$ cat config.mk
export PLATFORM = sky130hd
export DESIGN_NAME = balance_pid_pipe
export DESIGN_NICKNAME = d
export VERILOG_FILES = /design/src/rtl/balance_pid_pipe.sv
export SDC_FILE = /design/constraint.sdc
export NUM_CORES = 1
export LEC_CHECK = 0
export BUFFER_PORTS_ARGS = -buffer_cell sky130_fd_sc_hd__buf_4
export CAP_MARGIN = 20
export CORE_ASPECT_RATIO = 1.5
export CORE_MARGIN = 2
export CORE_UTILIZATION = 57
export CTS_CLUSTER_DIAMETER = 60
export CTS_CLUSTER_SIZE = 10
export DETAILED_ROUTE_END_ITERATION = 6
export PLACE_DENSITY = 0.86
export SLEW_MARGIN = 20
export SYNTH_ARGS = -nofsm -noshare
export SYNTH_HDL_FRONTEND = slang
export SYNTH_SLANG_ARGS = --single-unit
$ cat constraint.sdc
create_clock -name clk -period 13 [get_ports clk]
set_clock_uncertainty 0.2 [all_clocks]
set_input_delay 1.95 -clock clk [delete_from_list [all_inputs] [get_ports clk]]
set_output_delay 1.95 -clock clk [all_outputs]
set_load 0.02 [all_outputs]
$ cat src/rtl/balance_pid_pipe.sv
// balance_pid_pipe
//   Pipelined balance controller. Takes pitch and pitch rate samples, forms
//   the PID balance term, scales it by the soft-start ramp, adds the steering
//   differential and registers left/right wheel speed commands. A sample taken
//   on vld in cycle N appears on the outputs with spd_vld in cycle N+3.
//
//   Optional build macro: BALANCE_ANTIWINDUP_EN. When it is defined, a sample
//   whose PID term saturates does not commit its contribution to the integrator.
//
// Ports
//   clk, rst_n        clock, asynchronous active-low reset
//   vld               one-cycle strobe for a new pitch sample
//   ptch, ptch_rt     signed pitch and pitch rate
//   pwr_up            controller enable; low clears state and zeroes outputs
//   rider_off         no rider; clears integrator and soft-start timer
//   steer_pot         unsigned steering pot, centre 12'h7FF
//   en_steer          steering enable
//   lft_spd, rght_spd signed wheel speed commands
//   spd_vld           one-cycle strobe when the speeds update
//   too_fast          either speed above TOO_FAST_LIM
module balance_pid_pipe #(
  parameter int PTCH_W       = 16,
  parameter int SPD_W        = 12,
  parameter int P_COEFF      = 8,
  parameter int I_SHIFT      = 6,
  parameter int D_SHIFT      = 2,
  parameter int SS_PRESC     = 2,
  parameter int TOO_FAST_LIM = 1536
) (
  input  logic                     clk,
  input  logic                     rst_n,
  input  logic                     vld,
  input  logic signed [PTCH_W-1:0] ptch,
  input  logic signed [PTCH_W-1:0] ptch_rt,
  input  logic                     pwr_up,
  input  logic                     rider_off,
  input  logic [11:0]              steer_pot,
  input  logic                     en_steer,
  output logic signed [SPD_W-1:0]  lft_spd,
  output logic signed [SPD_W-1:0]  rght_spd,
  output logic                     spd_vld,
  output logic                     too_fast
);

  localparam int PRESC_W = (SS_PRESC > 1) ? $clog2(SS_PRESC) : 1;
  localparam int SW2     = SPD_W + 2;
  localparam int PROD_W  = SPD_W + 9;

  localparam logic [PRESC_W-1:0]       PRESC_LAST = PRESC_W'(SS_PRESC - 1);
  localparam logic signed [PTCH_W-1:0] PERR_MAX   = PTCH_W'(511);
  localparam logic signed [PTCH_W-1:0] PERR_MIN   = PTCH_W'(-512);
  localparam logic signed [PTCH_W-1:0] RT_MAX     = PTCH_W'(4095);
  localparam logic signed [PTCH_W-1:0] RT_MIN     = PTCH_W'(-4096);
  localparam logic signed [18:0]       INTEG_MAX  = 19'sd131071;
  localparam logic signed [18:0]       INTEG_MIN  = ~INTEG_MAX;
  localparam logic signed [19:0]       PID_MAX    = 20'((1 << (SPD_W - 1)) - 1);
  localparam logic signed [19:0]       PID_MIN    = ~PID_MAX;
  localparam logic signed [19:0]       P_GAIN     = 20'(P_COEFF);
  localparam logic signed [SW2-1:0]    SPD_MAX    = SW2'((1 << (SPD_W - 1)) - 1);
  localparam logic signed [SW2-1:0]    SPD_MIN    = ~SPD_MAX;
  localparam logic signed [SPD_W-1:0]  TF_LIM     = SPD_W'(TOO_FAST_LIM);
  localparam logic signed [12:0]       STEER_CTR  = 13'sh07FF;

  function automatic logic signed [SPD_W-1:0] sat_spd(input logic signed [SW2-1:0] x);
    if (x > SPD_MAX)      sat_spd = SPD_MAX[SPD_W-1:0];
    else if (x < SPD_MIN) sat_spd = SPD_MIN[SPD_W-1:0];
    else                  sat_spd = x[SPD_W-1:0];
  endfunction

  // ---------------- stage 1: input saturation and integrator ----------------
  logic signed [17:0] integ;
  logic signed [9:0]  perr_c, perr_s1;
  logic signed [12:0] rt_c, rt_s1;
  logic signed [18:0] isum;
  logic signed [17:0] integ_c, integ_s1;
  logic               integ_commit;
  logic               v1;

  always_comb begin
    if (ptch > PERR_MAX)      perr_c = 10'h1FF;
    else if (ptch < PERR_MIN) perr_c = 10'h200;
    else                      perr_c = ptch[9:0];
    if (ptch_rt > RT_MAX)      rt_c = 13'h0FFF;
    else if (ptch_rt < RT_MIN) rt_c = 13'h1000;
    else                       rt_c = ptch_rt[12:0];
    isum = 19'(integ) + 19'(perr_c);
    if (isum > INTEG_MAX)      integ_c = 18'h1FFFF;
    else if (isum < INTEG_MIN) integ_c = 18'h20000;
    else                       integ_c = isum[17:0];
  end

`ifdef BALANCE_ANTIWINDUP_EN
  // Evaluate the stage-2 sum with the candidate integrator now, so the commit
  // decision is made in the same cycle the integrator would update. Stage 2
  // still sees the candidate value, so the speeds match the plain build.
  logic signed [19:0] pid_try;
  always_comb begin
    pid_try      = 20'(perr_c) * P_GAIN + 20'(integ_c >>> I_SHIFT) + 20'(rt_c >>> D_SHIFT);
    integ_commit = (pid_try <= PID_MAX) && (pid_try >= PID_MIN);
  end
`else
  assign integ_commit = 1'b1;
`endif

  always_ff @(posedge clk or negedge rst_n) begin
    if (!rst_n) begin
      integ    <= '0;
      perr_s1  <= '0;
      rt_s1    <= '0;
      integ_s1 <= '0;
      v1       <= 1'b0;
    end else if (!pwr_up) begin
      integ <= '0;
      v1    <= 1'b0;
    end else begin
      v1 <= vld;
      if (vld) begin
        perr_s1  <= perr_c;
        rt_s1    <= rt_c;
        integ_s1 <= rider_off ? 18'sd0 : integ_c;
      end
      if (rider_off)                integ <= '0;
      else if (vld && integ_commit) integ <= integ_c;
    end
  end

  // ---------------- soft-start timer ----------------
  logic [PRESC_W-1:0] presc;
  logic [7:0]         ss_tmr;

  always_ff @(posedge clk or negedge rst_n) begin
    if (!rst_n) begin
      presc  <= '0;
      ss_tmr <= '0;
    end else if (!pwr_up) begin
      presc  <= '0;
      ss_tmr <= '0;
    end else if (rider_off) begin
      ss_tmr <= '0;
    end else if (presc == PRESC_LAST) begin
      presc <= '0;
      if (ss_tmr != 8'hFF) ss_tmr <= ss_tmr + 8'd1;
    end else begin
      presc <= presc + 1'b1;
    end
  end

  // ---------------- stage 2: PID sum and soft-start scaling ----------------
  logic signed [19:0]       pid_c;
  logic signed [SPD_W-1:0]  pid_sat, pidss_c, pidss_s2;
  logic signed [PROD_W-1:0] pid_prod;
  logic                     v2;

  always_comb begin
    pid_c = 20'(perr_s1) * P_GAIN + 20'(integ_s1 >>> I_SHIFT) + 20'(rt_s1 >>> D_SHIFT);
    if (pid_c > PID_MAX)      pid_sat = PID_MAX[SPD_W-1:0];
    else if (pid_c < PID_MIN) pid_sat = PID_MIN[SPD_W-1:0];
    else                      pid_sat = pid_c[SPD_W-1:0];
    pid_prod = PROD_W'(pid_sat) * PROD_W'($signed({1'b0, ss_tmr}));
    pidss_c  = (ss_tmr == 8'hFF) ? pid_sat : SPD_W'(pid_prod >>> 8);
  end

  always_ff @(posedge clk or negedge rst_n) begin
    if (!rst_n) begin
      pidss_s2 <= '0;
      v2       <= 1'b0;
    end else if (!pwr_up) begin
      v2 <= 1'b0;
    end else begin
      v2 <= v1;
      if (v1) pidss_s2 <= pidss_c;
    end
  end

  // ---------------- stage 3: steering and output registers ----------------
  logic signed [12:0]      steer_c;
  logic signed [SPD_W-1:0] lft_c, rght_c;

  always_comb begin
    steer_c = en_steer ? (($signed({1'b0, steer_pot}) - STEER_CTR) >>> 3) : 13'sd0;
    lft_c   = sat_spd(SW2'(pidss_s2) + SW2'(steer_c));
    rght_c  = sat_spd(SW2'(pidss_s2) - SW2'(steer_c));
  end

  always_ff @(posedge clk or negedge rst_n) begin
    if (!rst_n) begin
      lft_spd  <= '0;
      rght_spd <= '0;
      spd_vld  <= 1'b0;
      too_fast <= 1'b0;
    end else if (!pwr_up) begin
      lft_spd  <= '0;
      rght_spd <= '0;
      spd_vld  <= 1'b0;
      too_fast <= 1'b0;
    end else begin
      spd_vld <= v2;
      if (v2) begin
        lft_spd  <= lft_c;
        rght_spd <= rght_c;
        too_fast <= (lft_c > TF_LIM) || (rght_c > TF_LIM);
      end
    end
  end

endmodule

==> impl_metrics.tcl <==
set metrics [dict create \
    status "finished, final reports clean" \
    place_ws_ns 4.00 \
    dpl.hpwl_um 20200 \
    clkTransAtPathRegs_ns 0.08 \
    pin_count 76 \
    vdd_drop_max_uv 108 \
    rsz0062_at_grt "false" \
    portBuffers 73 \
    drive_gt1_share_pct 9.70 \
    synth_top_area_share_pct 23.3 \
    ys_types 77 \
    cap_violations 0 \
    post_cts_resized 0 \
    layout_min_cycle_time_ns 8.91 \
    synthFlopType "dfrtp_1" \
    grt_overflow_total 0 \
    yosysMostFrequentCell "nand2_1" \
    htreeDepth 3 \
    critPathKind "register to register" \
    grtUsageTotal_pct 26.6 \
    crit_path_frequent_cell "fa_1" \
    holdBufCountCts 0 \
    critPathMaxFanout 9 \
    ys_seq_area_share_pct 23.3 \
    ys_ff_latch 100 \
    start_kind "register" \
    area_growth_pct 9.83 \
    p_leak_uw 0.00614 \
    max_freq_ghz 0.112 \
    num_vias 8949 \
    synth.cell_area_mm2 0.0107 \
    die_w_um 116 \
    dieHeight_um 172 \
    drv_slew 0 \
    synth_common_cells "nand2_1 (155), inv_1 (154), dfrtp_1 (100)" \
    ys_warn_count 0 \
    hold_ws_ns 0.286 \
    gp_congestion 0.963 \
    cp_slowest_cell "a2111oi_1" \
    max_stage_delay_ns 0.62 \
    setup_slack_ns 4.09 \
    drtIter0Drc 505 \
    num_antenna_cells 0 \
    cts_buffer_depth 2 \
    endpoint_kind "register" \
    grt_max_degree 80 \
    cts.sinks 100 \
    drtAntennaViolNets 0 \
    synth.net_count 1475 \
    firstDrtPassIters 5 \
    hp-class "register to register" \
    antenna_found_initial 0 \
    fill_cells 1513 \
    cp.arrival_ns 9.01 \
    slew_headroom_pct 28.8 \
    postSynthAreaPerCell_um2 8.64 \
    drc 0 \
    postLayoutCoreUtil_pct 63.8 \
    async_flop_share_pct 100 \
    coreArea_mm2 0.0185 \
    hold_viol_final 0 \
    nNetsFinal 1528 \
    synth-edff-count 0 \
    syn_inst 1241 \
    initial_core_util_pct 58.1 \
    cts_tree "yes" \
    synth_area_leaders "dfrtp_1 (23%), fa_1 (17%), ha_1 (11%), nand2_1 (5.4%), inv_1 (5.4%)" \
    tns_ns 0 \
    cts-buffers-inserted 9 \
    wl_um 25300 \
    cts_setup_buffers 0 \
    wl_per_cell_um 16.3 \
    worst_pin_slew_ns 1.07 \
    dieArea_mm2 0.0199 \
    setup_violations 0 \
    worstPathRequired_ns 13.10 \
    fin_crit_sh_pct 68.5 \
    power_density_mw_per_mm2 119 \
    grt_pass1_vias 9356 \
    root_buffer "clkbuf_16" \
    grt_pass1_wl_um 41900 \
    clock_latency_ns 0.36 \
    rows 61 \
    drt-vias-per-instance 5.77 \
    yosys.area.top_type "dfrtp_1" \
]
critical path: cells and delay by family, from the launching register on:
| kind | cells | cell delay, ns |
|---|---|---|
| flip-flops | 1 | 0.37 |
| AO/OA/AOI/OAI | 12 | 3.01 |
| buffers and inverters | 5 | 0.46 |
| adder cells (fa/ha/maj) | 7 | 3.23 |
| AND/OR/NAND/NOR | 7 | 1.59 |
where the power goes:
| part | total, uW | internal, uW | switching, uW |
|---|---|---|---|
| Clock | 262 | 133 | 130 |
| Sequential | 373 | 344 | 28.8 |
| Combinational | 768 | 268 | 500 |
flip-flops by register name, indices dropped and copies added (netlist names):
name and count:
presc 1, spd_vld 1, pidss_s2 12, ss_tmr 8, rt_s1 11, perr_s1 10, lft_spd 12, too_fast 1
integ_s1 12, rght_spd 12, integ 18, v2 1, v1 1
cell usage in the layout, fill, tap and decap left out, types with 4 or more instances in the layout:
master / Yosys / final
fa_1: 89 / 89
a211oi_1: 9 / 9
nand4_1: 9 / 9
o21ai_1: 4 / 4
xnor2_1: 42 / 42
nor2_1: 78 / 78
and3_1: 8 / 8
a31oi_1: 6 / 6
nor3_1: 14 / 14
o21ai_0: 67 / 67
xor2_1: 24 / 24
mux2_2: 12 / 12
o31ai_1: 5 / 5
nand2b_1: 25 / 25
a21o_1: 29 / 29
nor2b_1: 18 / 18
inv_1: 154 / 154
ha_1: 95 / 95
clkbuf_16: 0 / 9
buf_4: 0 / 76
dfrtp_1: 100 / 100
a21boi_0: 5 / 5
and2_1: 47 / 47
o211ai_1: 4 / 4
mux2i_1: 7 / 7
nand3_1: 29 / 29
nand2_1: 155 / 155
o21a_1: 23 / 23
a21oi_1: 77 / 76
o21bai_1: 9 / 9
layer usage:
layer / part of all wire, % / GRT usage [%] / routed length (um)
met1: 36 / 26.5 / 9070
met3: 3.5 / 3.72 / 892
met4: 6.0 / 16.8 / 1530
met5: 0 / 0 / 0
met2: 55 / 50.7 / 13800
area by class of cell:
cell class              instances  area (um2)  share of cell area [%]
well taps                     252         315                    2.68
repair buffers                 78         587                    4.98
clock inverters                 7        57.6                   0.489
clock buffers                   9         225                    1.91
flip-flops and latches        100        2500                    21.2
multi-input cells             950        7510                    63.7
inverters                     155         582                    4.94
final timing paths:
path	start	end	slack, ns	cells past startpoint
worst max-delay path	perr_s1[0]	pidss_s2[10]	4.09	31
worst min-delay path	rt_s1[3]	rt_s1[3]	0.29	2
worst max register to register	perr_s1[0]	pidss_s2[10]	4.09	31
worst min register to register	rt_s1[3]	rt_s1[3]	0.29	2
max in group asynchronous	rst_n	lft_spd[11]	10.30	2
min in group asynchronous	rst_n	v2	1.27	1
metrics by stage:
| stage | total power (uW) | instances | area, um2 |
|---|---|---|---|
| after floorplan | 910 | 1241 | 10700 |
| after global placement | 1110 | 1534 | 11500 |
| after detailed placement | 1130 | 1534 | 11500 |
| after CTS | 1390 | 1550 | 11800 |
| after global routing | 1500 | 1551 | 11800 |
| final | 1400 | 1551 | 11800 |
logic make-up (layout without fill, tap and decap cells):
logic type | count (synthesis) | in the layout | synth area share (%)
simple gates | 406 | 406 | 18.4
compound gates | 275 | 275 | 16.6
fa+ha+maj | 184 | 184 | 27.7
flops | 100 | 100 | 23.3
xor+xnor | 66 | 66 | 5.39
mux | 19 | 19 | 1.91
buf+inv | 191 | 249 | 6.70
No activity file was read; power rests on OpenSTA's default activity.
